==> src/rtl/gs_vector_buffer.sv <==
// ---------------------------------------------------------------------------
// gs_vector_buffer
//
// Circulating storage for the Gauss-Seidel solver datapath. The right-hand
// side vector b and the solution vector x live in two rotating rings. Index 0
// of each ring always holds the current row, so the row update unit sees a
// fixed window of registers and never has to do random access.
//
// Optional feature macro: GSBUF_CONVERGE_EN
//   When defined, adds parameter TOL and output converged_out. The block then
//   also stops early when a whole sweep changes no x entry by more than TOL.
//
// Ports
//   clk_in          clock, all state on rising edge
//   rst_in          synchronous active-high reset
//   load_valid_in   b_in word valid
//   load_ready_out  buffer accepting b words (IDLE, LOAD, DONE)
//   b_in            b element, row 0 first
//   sweep_limit_in  sweep count, sampled on first accepted b word (0 -> 1)
//   x_valid_in      updated x for current row valid (RUN only)
//   x_in            updated x for current row
//   b_out           b of current row (b ring head)
//   x_taps_out      packed neighbours: slot 2(k-1) = upper k,
//                   slot 2(k-1)+1 = lower k, slot 0 in the LSBs
//   row_out         current row index
//   start_out       high in RUN
//   sweep_done_out  one-cycle pulse after the row wraps N-1 -> 0
//   iter_out        completed sweeps
//   done_out        high in DONE
//   converged_out   (GSBUF_CONVERGE_EN only) early-stop indicator
//
// Handshakes: a transfer happens on a rising edge where the valid input is
// high and the buffer is in a state that accepts it (load_ready_out for b,
// RUN for x). Valid may drop at any time; nothing is consumed while it is low.
// ---------------------------------------------------------------------------
module gs_vector_buffer #(
  parameter int N    = 16,
  parameter int BW   = 16,
  parameter int XW   = 32,
  parameter int TAPS = 3,
  parameter int IW   = 8
`ifdef GSBUF_CONVERGE_EN
  ,
  parameter int TOL  = 16
`endif
) (
  input  logic                   clk_in,
  input  logic                   rst_in,
  input  logic                   load_valid_in,
  output logic                   load_ready_out,
  input  logic [BW-1:0]          b_in,
  input  logic [IW-1:0]          sweep_limit_in,
  input  logic                   x_valid_in,
  input  logic [XW-1:0]          x_in,
  output logic [BW-1:0]          b_out,
  output logic [2*TAPS*XW-1:0]   x_taps_out,
  output logic [$clog2(N)-1:0]   row_out,
  output logic                   start_out,
  output logic                   sweep_done_out,
  output logic [IW-1:0]          iter_out,
  output logic                   done_out
`ifdef GSBUF_CONVERGE_EN
  ,
  output logic                   converged_out
`endif
);

  localparam int RW = $clog2(N);
  localparam int CW = $clog2(N + 1);
  localparam logic [RW-1:0] ROW_LAST = RW'(N - 1);
  localparam logic [CW-1:0] CNT_LAST = CW'(N - 1);

  typedef enum logic [1:0] {
    S_IDLE = 2'd0,
    S_LOAD = 2'd1,
    S_RUN  = 2'd2,
    S_DONE = 2'd3
  } state_t;

  state_t          state_q, state_d;
  logic [BW-1:0]   b_q [N];
  logic [BW-1:0]   b_d [N];
  logic [XW-1:0]   x_q [N];
  logic [XW-1:0]   x_d [N];
  logic [RW-1:0]   row_q, row_d;
  logic [IW-1:0]   iter_q, iter_d;
  logic [IW-1:0]   limit_q, limit_d;
  logic [CW-1:0]   cnt_q, cnt_d;
  logic            sweep_done_q, sweep_done_d;
  logic [IW-1:0]   iter_inc;
  logic            load_hs;
  logic            step;
  logic            exceed;

`ifdef GSBUF_CONVERGE_EN
  localparam logic [XW:0] TOL_W = (XW + 1)'(TOL);
  logic            dirty_q, dirty_d;
  logic            converged_q, converged_d;
  logic signed [XW:0] diff;
  logic [XW:0]     mag;

  // Sign-extend both operands by one bit so the difference cannot overflow.
  always_comb begin
    diff   = $signed({x_in[XW-1], x_in}) - $signed({x_q[0][XW-1], x_q[0]});
    mag    = diff[XW] ? -diff : diff;
    exceed = (mag > TOL_W);
  end
`else
  assign exceed = 1'b0;
`endif

  assign load_hs  = load_valid_in && (state_q != S_RUN);
  assign step     = x_valid_in && (state_q == S_RUN);
  assign iter_inc = iter_q + IW'(1);

  always_comb begin
    state_d      = state_q;
    b_d          = b_q;
    x_d          = x_q;
    row_d        = row_q;
    iter_d       = iter_q;
    limit_d      = limit_q;
    cnt_d        = cnt_q;
    sweep_done_d = 1'b0;
`ifdef GSBUF_CONVERGE_EN
    dirty_d      = dirty_q;
    converged_d  = converged_q;
`endif

    // Every accepted b word enters at the tail; after N words the first
    // word has walked down to the head (index 0).
    if (load_hs) begin
      for (int i = 0; i < N - 1; i++) b_d[i] = b_q[i+1];
      b_d[N-1] = b_in;
    end

    case (state_q)
      S_IDLE, S_DONE: begin
        if (load_hs) begin
          cnt_d   = CW'(1);
          limit_d = (sweep_limit_in == '0) ? IW'(1) : sweep_limit_in;
          state_d = S_LOAD;
`ifdef GSBUF_CONVERGE_EN
          converged_d = 1'b0;
`endif
        end
      end
      S_LOAD: begin
        if (load_hs) begin
          if (cnt_q == CNT_LAST) begin
            state_d = S_RUN;
            row_d   = '0;
            iter_d  = '0;
            cnt_d   = '0;
`ifdef GSBUF_CONVERGE_EN
            dirty_d = 1'b0;
`endif
          end else begin
            cnt_d = cnt_q + CW'(1);
          end
        end
      end
      S_RUN: begin
        if (step) begin
          // b rotates head to tail; x shifts with the fresh value at the
          // tail, so x_q[N-k] is always the already-updated row-k neighbour.
          for (int i = 0; i < N - 1; i++) begin
            b_d[i] = b_q[i+1];
            x_d[i] = x_q[i+1];
          end
          b_d[N-1] = b_q[0];
          x_d[N-1] = x_in;
          if (row_q == ROW_LAST) begin
            row_d        = '0;
            sweep_done_d = 1'b1;
            iter_d       = iter_inc;
            if (iter_inc == limit_q) state_d = S_DONE;
`ifdef GSBUF_CONVERGE_EN
            if (!(dirty_q || exceed)) begin
              state_d     = S_DONE;
              converged_d = 1'b1;
            end
            dirty_d = 1'b0;
`endif
          end else begin
            row_d = row_q + RW'(1);
`ifdef GSBUF_CONVERGE_EN
            dirty_d = dirty_q || exceed;
`endif
          end
        end
      end
      default: state_d = S_IDLE;
    endcase
  end

  always_ff @(posedge clk_in) begin
    if (rst_in) begin
      state_q      <= S_IDLE;
      for (int i = 0; i < N; i++) begin
        b_q[i] <= '0;
        x_q[i] <= '0;
      end
      row_q        <= '0;
      iter_q       <= '0;
      limit_q      <= '0;
      cnt_q        <= '0;
      sweep_done_q <= 1'b0;
`ifdef GSBUF_CONVERGE_EN
      dirty_q      <= 1'b0;
      converged_q  <= 1'b0;
`endif
    end else begin
      state_q      <= state_d;
      b_q          <= b_d;
      x_q          <= x_d;
      row_q        <= row_d;
      iter_q       <= iter_d;
      limit_q      <= limit_d;
      cnt_q        <= cnt_d;
      sweep_done_q <= sweep_done_d;
`ifdef GSBUF_CONVERGE_EN
      dirty_q      <= dirty_d;
      converged_q  <= converged_d;
`endif
    end
  end

  // Banded neighbours; out-of-matrix neighbours read as zero.
  always_comb begin
    x_taps_out = '0;
    for (int k = 1; k <= TAPS; k++) begin
      if (int'(row_q) + k <= N - 1) x_taps_out[(2*(k-1))*XW +: XW] = x_q[k];
      if (int'(row_q) >= k)         x_taps_out[(2*(k-1)+1)*XW +: XW] = x_q[N-k];
    end
  end

  assign b_out          = b_q[0];
  assign row_out        = row_q;
  assign iter_out       = iter_q;
  assign sweep_done_out = sweep_done_q;
  assign start_out      = (state_q == S_RUN);
  assign done_out       = (state_q == S_DONE);
  assign load_ready_out = (state_q != S_RUN);
`ifdef GSBUF_CONVERGE_EN
  assign converged_out  = converged_q;
`endif

endmodule

==> config.mk <==
export PLATFORM = sky130hd
export DESIGN_NAME = gs_vector_buffer
export DESIGN_NICKNAME = d
export VERILOG_FILES = /design/src/rtl/gs_vector_buffer.sv
export SDC_FILE = /design/constraint.sdc
export NUM_CORES = 2
export LEC_CHECK = 0
export CAP_MARGIN = 20
export CORE_MARGIN = 2
export CORE_UTILIZATION = 30
export CTS_CLUSTER_DIAMETER = 100
export DETAILED_ROUTE_END_ITERATION = 16
export MAX_ROUTING_LAYER = met4
export PLACE_DENSITY = 0.54
export SYNTH_ARGS = -nofsm -noshare
export SYNTH_HDL_FRONTEND = slang
export SYNTH_SLANG_ARGS = --single-unit
==> constraint.sdc <==
create_clock -name clk_in -period 2.6 [get_ports clk_in]
set_clock_uncertainty 0.15 [all_clocks]
set_input_delay 0.26 -clock clk_in [delete_from_list [all_inputs] [get_ports clk_in]]
set_output_delay 0.26 -clock clk_in [all_outputs]
set_load 0.02 [all_outputs]
== Yosys cells after proc, flatten, opt, wreduce, memory -nomap -nowiden ==
Cells that the tools add are included.

* Register bits after elaboration: 764
* Bits in latches: 0
* Bits in writable memories: 0
* Memory bits (read-only): 0
* Input port bits: 60
* Output and inout bits: 224
* Word-level logic and storage cells: 110
* Memories kept: 0

* Add/sub/neg operators: 6
* Multiply operators: 0
* Div/mod/pow operators: 0
* Magnitude comparators: 6
* Eq/ne operators: 13
* Shift operators: 0
* Muxes and demuxes: 32
* Bitwise gates (word level): 2
* Reduce and logical (&&, ||, !) cells: 14

{| class="wikitable"
|+ Operators with widths
! kind !! number
|-
| 2-to-1 mux 256 bit || 3
|-
| 2-to-1 mux 32 bit || 6
|-
| 2-to-1 mux 8 bit || 5
|-
| 2-to-1 mux 4 bit || 4
|-
| case mux 8 bit (2 select lines) || 1
|-
| less-or-equal comparator 5 x 4 -> 1 bit (second input constant) || 3
|-
| 2-to-1 mux 5 bit || 3
|-
| 2-to-1 mux 2 bit || 6
|-
| adder 4 x 2 -> 5 bit (second input constant) || 2
|-
| case mux 5 bit (2 select lines) || 1
|-
| adder 8 x 1 -> 8 bit (second input constant) || 1
|-
| equality test 8 bit || 1
|-
| greater-or-equal comparator 4 x 2 -> 1 bit (second input constant) || 2
|-
| logical NOT 8 bit || 1
|-
| inequality test 2 bit (second input constant) || 4
|-
| case mux 4 bit (2 select lines) || 1
|-
| inequality test 2 x 1 -> 1 bit (second input constant) || 3
|-
| case mux 2 bit (3 select lines) || 1
|-
| AND reduction 6 bit || 1
|-
| adder 4 x 1 -> 5 bit (second input constant) || 1
|-
| adder 5 x 1 -> 5 bit (second input constant) || 1
|-
| equality test 5 x 4 -> 1 bit (second input constant) || 1
|-
| AND reduction 5 bit || 1
|-
| adder 4 x 1 -> 4 bit (second input constant) || 1
|-
| other kinds (14) || 19
|}

== Depth between registers and ports, before layout ==
* Depth after elaboration: 6
* Depth in mapped cells: 10
* Gate-level depth less buffers: 8

== Least setup slack after synthesis ==
OpenSTA, ideal clock, no wires.

* Path type: register to output
* Start: reg row_q[0], in the netlist row_out[0]
* End: out x_taps_out[129]
* Arrival time: 2.177 ns
* Required time: 2.190 ns
* Path slack: 0.013 ns
* Cell stages (with the launch flop): 11
* Path through: dfxtp_1 > clkbuf_1 > inv_1 > ha_1 > xor2_1 > nor3_1 > a31oi_1 > nor4_1 > a31oi_1 > clkbuf_1 > and2_1

* Cells in the longest elaborated chain, start to end: 3

{| class="wikitable"
|+ RTL lines
! element !! RTL line !! text
|-
| start, declared || 85 || <nowiki>logic [RW-1:0] row_q, row_d;</nowiki>
|-
| start signal, assigned || 217 || <nowiki>row_q <= row_d;</nowiki>
|-
| adder 4 x 2 -> 5 bit || 233 || <nowiki>if (int'(row_q) + k <= N - 1) x_taps_out[(2*(k-1))*XW +: XW] = x_q[k];</nowiki>
|-
| less-or-equal comparator 5 x 4 -> 1 bit || 233 ||
|-
| 2-to-1 mux 32 bit || 233 ||
|-
| end, declared || 56 || <nowiki>output logic [2*TAPS*XW-1:0] x_taps_out,</nowiki>
|}

Every way passes these cells.

== Final worst setup path ==
* Start: reg row_q[1], in the netlist row_out[1]
* End: out x_taps_out[137]

The elaborated chain is that of the path after synthesis.

==> key figures <==
Routing
  – DRT Wirelength: between 70 and 80 mm
  – Drt first pass iters: 5
  – # DRC: 0
  – Final ANT Viol Nets: 0
  – Via Count: about 24,000
  – Via density: 4.513
  – Iteration-0 DRC count of the detailed router: 1,629
  – Routed len/inst: between 10 and 15 um

Synthesis
  – Seq/Total Area, Yosys: 53.97%
  – Synthesized area: ~28,000 um2
  – Most used DFF post-synth: dfxtp_1
  – Synth Area per Inst: ~7.7 um2
  – Async SR Flop Fraction: 0%
  – Synth warnings: 0
  – Syn_nets: around 3,700
  – Cells after Synth: ~3,700
  – Seq cells post-synth: ~760
  – Synth top area cells: dfxtp_1, nand2_1, a21oi_1
  – Cell variety after synth: slightly below 50
  – Post-synth EDFFs: 0
  – Yosys top cell area share: between 50 and 60%
  – Yosys top cell by area: dfxtp_1

Setup path
  – CP required: 2.19 ns
  – Worst setup path class: reg2out
  – Worst Path Max Fanout: 8
  – Setup crit end kind: primary output
  – Worst R2R Path Depth: 10
  – Reg2Reg Setup Slack: approximately 0.24 ns
  – Reg-to-reg startpoint: row_out[1]
  – Arr. time, crit path: 2.56 ns
  – R2R Path End: state_q[0]
  – Setup crit start kind: register

GRT
  – GRT Total Usage: 15.63%
  – First-pass GRT wire length: approximately 120 mm
  – Antenna violations before repair: 1
  – Number of global-route vias before repair: between 20,000 and 25,000
  – Largest net degree at the start of global routing: between 100 and 150
  – Grt ovf: 0

STA
  – Final setup viols: 158
  – Final worst-path cycle share: 114.4%
  – Final Hold Vio Count: 0
  – Fin Hold WS: between 0.03 and 0.04 ns
  – Worst-margin pin slew: 0.6069 ns
  – Fmax: about 340 MHz
  – Final worst slack: -0.3734 ns
  – Setup TNS: -35.20 ns
  – Relative slew margins: between 50 and 60%
  – Crit path time final: about 3.0 ns
  – RSZ-0062 raised after global routing: yes
  – Slew Viols, Final: 0

Pwr
  – Total power draw: 26.47 mW
  – Static Leak: approximately 13 nW
  – PwrDens: 719.4 nW/um2
  – Peak supply drop: around 500 uV

Worst hold path
  – Hold wc startpoint: x_in[12]
  – Hold path cells: 3
  – Worst min-delay path endpoint: x_q[12]
  – Hold WC Path Type: in2reg

Run status
  – Failing checks: negative setup slack
  – Run status: complete, but fails checks

Die
  – Die Height: 311.3 um
  – Core region area: 93,470 um2
  – Initial Util: between 30% and 40%
  – Chip width: a little over 300 um
  – Full die area: ~97,000 um2
  – Row cnt: 112
  – Number of I/O pins: 284

Clocking
  – Maximum clock path buffer count: 3
  – Clock-pin slew on the worst setup and hold paths: approximately 0.06 ns
  – Total CTS buffers: 86
  – H-tree levels: 3
  – Clk sinks: about 760
  – Worst-Skew Late Latency: 0.65 ns
  – CTS tree: done
  – Root Driver: clkbuf_16

Cells and area
  – Layout cells sized above 1: between 10 and 15%
  – Final non-filler cell total: 5,245
  – Final net count: between 4,000 and 5,000
  – Syn-to-layout area delta: 29.85%
  – Multi-input combinational cell area: 12,100 um2
  – Commonest non-fill, non-tap cell in the layout: nand2_1
  – FF/Latch Area: about 15,000 um2
  – Fin util: approximately two fifths
  – Filler Cell Count: 9,684
  – Commonest cells after routing, fill and taps aside: nand2_1, dfxtp_1, a21oi_1

Job
  – Total of max-cap violations: 0

Place
  – Inst Count DP: ~5,000
  – Detailed Place HPWL: roughly 48 mm
  – I/O Buffers: ~280
  – GP Congestion: 0.7745
## routing by layer
metal | vias up | wire, um | GRT usage [%]
met1 | 10760 | 39880 | 22.56
met5 | - | 0 | -
met2 | 479 | 31830 | 20.74
met4 | 0 | 1706 | 4.622
met3 | 99 | 5241 | 4.492
li1 | 12340 | - | -
## through the flow
| stage | area (um2) | setup WS (ns) |
|---|---|---|
| floorplan | 28340 | 0.01317 |
| global placement | 32680 | -0.2053 |
| detailed placement | 32680 | -0.1618 |
| CTS | 36070 | -0.4302 |
| global route | 36790 | -0.4988 |
| finish | 36800 | -0.3734 |
## worst max-delay path by stage
stage	from	end	slack, ns	depth (start not counted)
after global routing	row_out[0]	x_taps_out[72]	-0.50	10
after floorplan	row_out[0]	x_taps_out[129]	0.01	10
final	row_out[1]	x_taps_out[137]	-0.37	11
after detailed placement	row_out[1]	x_taps_out[141]	-0.16	10
after CTS	row_out[1]	x_taps_out[129]	-0.43	11
after global placement	row_out[1]	x_taps_out[150]	-0.21	10
## cells in the mapped netlist (all sizes together), types with 2 or more instances
cell     number
nand2      1469
dfxtp       764
a21oi       748
clkbuf      163
buf         133
nor2b       101
and2         98
nor2         44
nor3         28
o22ai        17
ha           13
inv          10
o21ai         7
a31oi         6
nand2b        6
nor4          6
nand3         5
xnor2         5
a21o          4
o211ai        4
a211oi        3
a22oi         3
xor2          3
a211o         2
a2bb2oi       2
nand3b        2
nand4         2
nor3b         2
o21a          2
o32ai         2
or4           2
## state kept, by name, summed over array words and instances, names as in the netlist
register        flops
cnt_q               5
iter_out            8
limit_q             8
b_q               240
b_out              16
x_q               480
state_q             2
sweep_done_out      1
row_out             4
## kinds of logic (layout without fill, tap and decap cells)
kind of cell             Yosys count  count (layout)  share of synthesized area, %
flip-flops                       764             764                         53.97
adder cells (fa/ha/maj)           13              13                        0.5740
multiplexers                       2               2                       0.08829
AO/OA/AOI/OAI                    803             803                         14.66
buffers and inverters            306             631                         4.777
XOR/XNOR                           8               8                        0.2473
other                              0               1                             0
AND/OR/NAND/NOR                 1769            1769                         25.68
## timing repair
item	4_1_cts	5_1_grt
cloned	4	12
setup endpoints to repair	194	194
gates resized for setup	547	413
hold buffers	27	0
hold endpoints to repair	54	0
buffers inserted	4	38
pin swaps	7	8
## power by group
group          switching (mW)  internal [mW]
Combinational            1.38          0.703
Sequential              0.185           12.0
Clock                    5.09           7.16
## layout make-up
cell class	count	area share, %
multi-input combinational	2595	32.88
sequential	764	41.58
inverter	10	0.1156
timing repair buffer	471	13.25
tap	1254	4.264
clock buffer	119	6.757
clock inverter	31	1.136
antenna	1	0.006801
## worst max-delay path: stages, from the launching register on
cell and delay, ns:
dfxtp_4 0.36, inv_4 0.05, ha_4 0.15, xor2_1 0.15, nor3_2 0.19, a31oi_2 0.07
nor4_2 0.28, a31oi_4 0.07, buf_12 0.17, buf_12 0.15, and2_4 0.16, buf_6 0.12
Note: power is estimated with default switching activity, not from simulation.
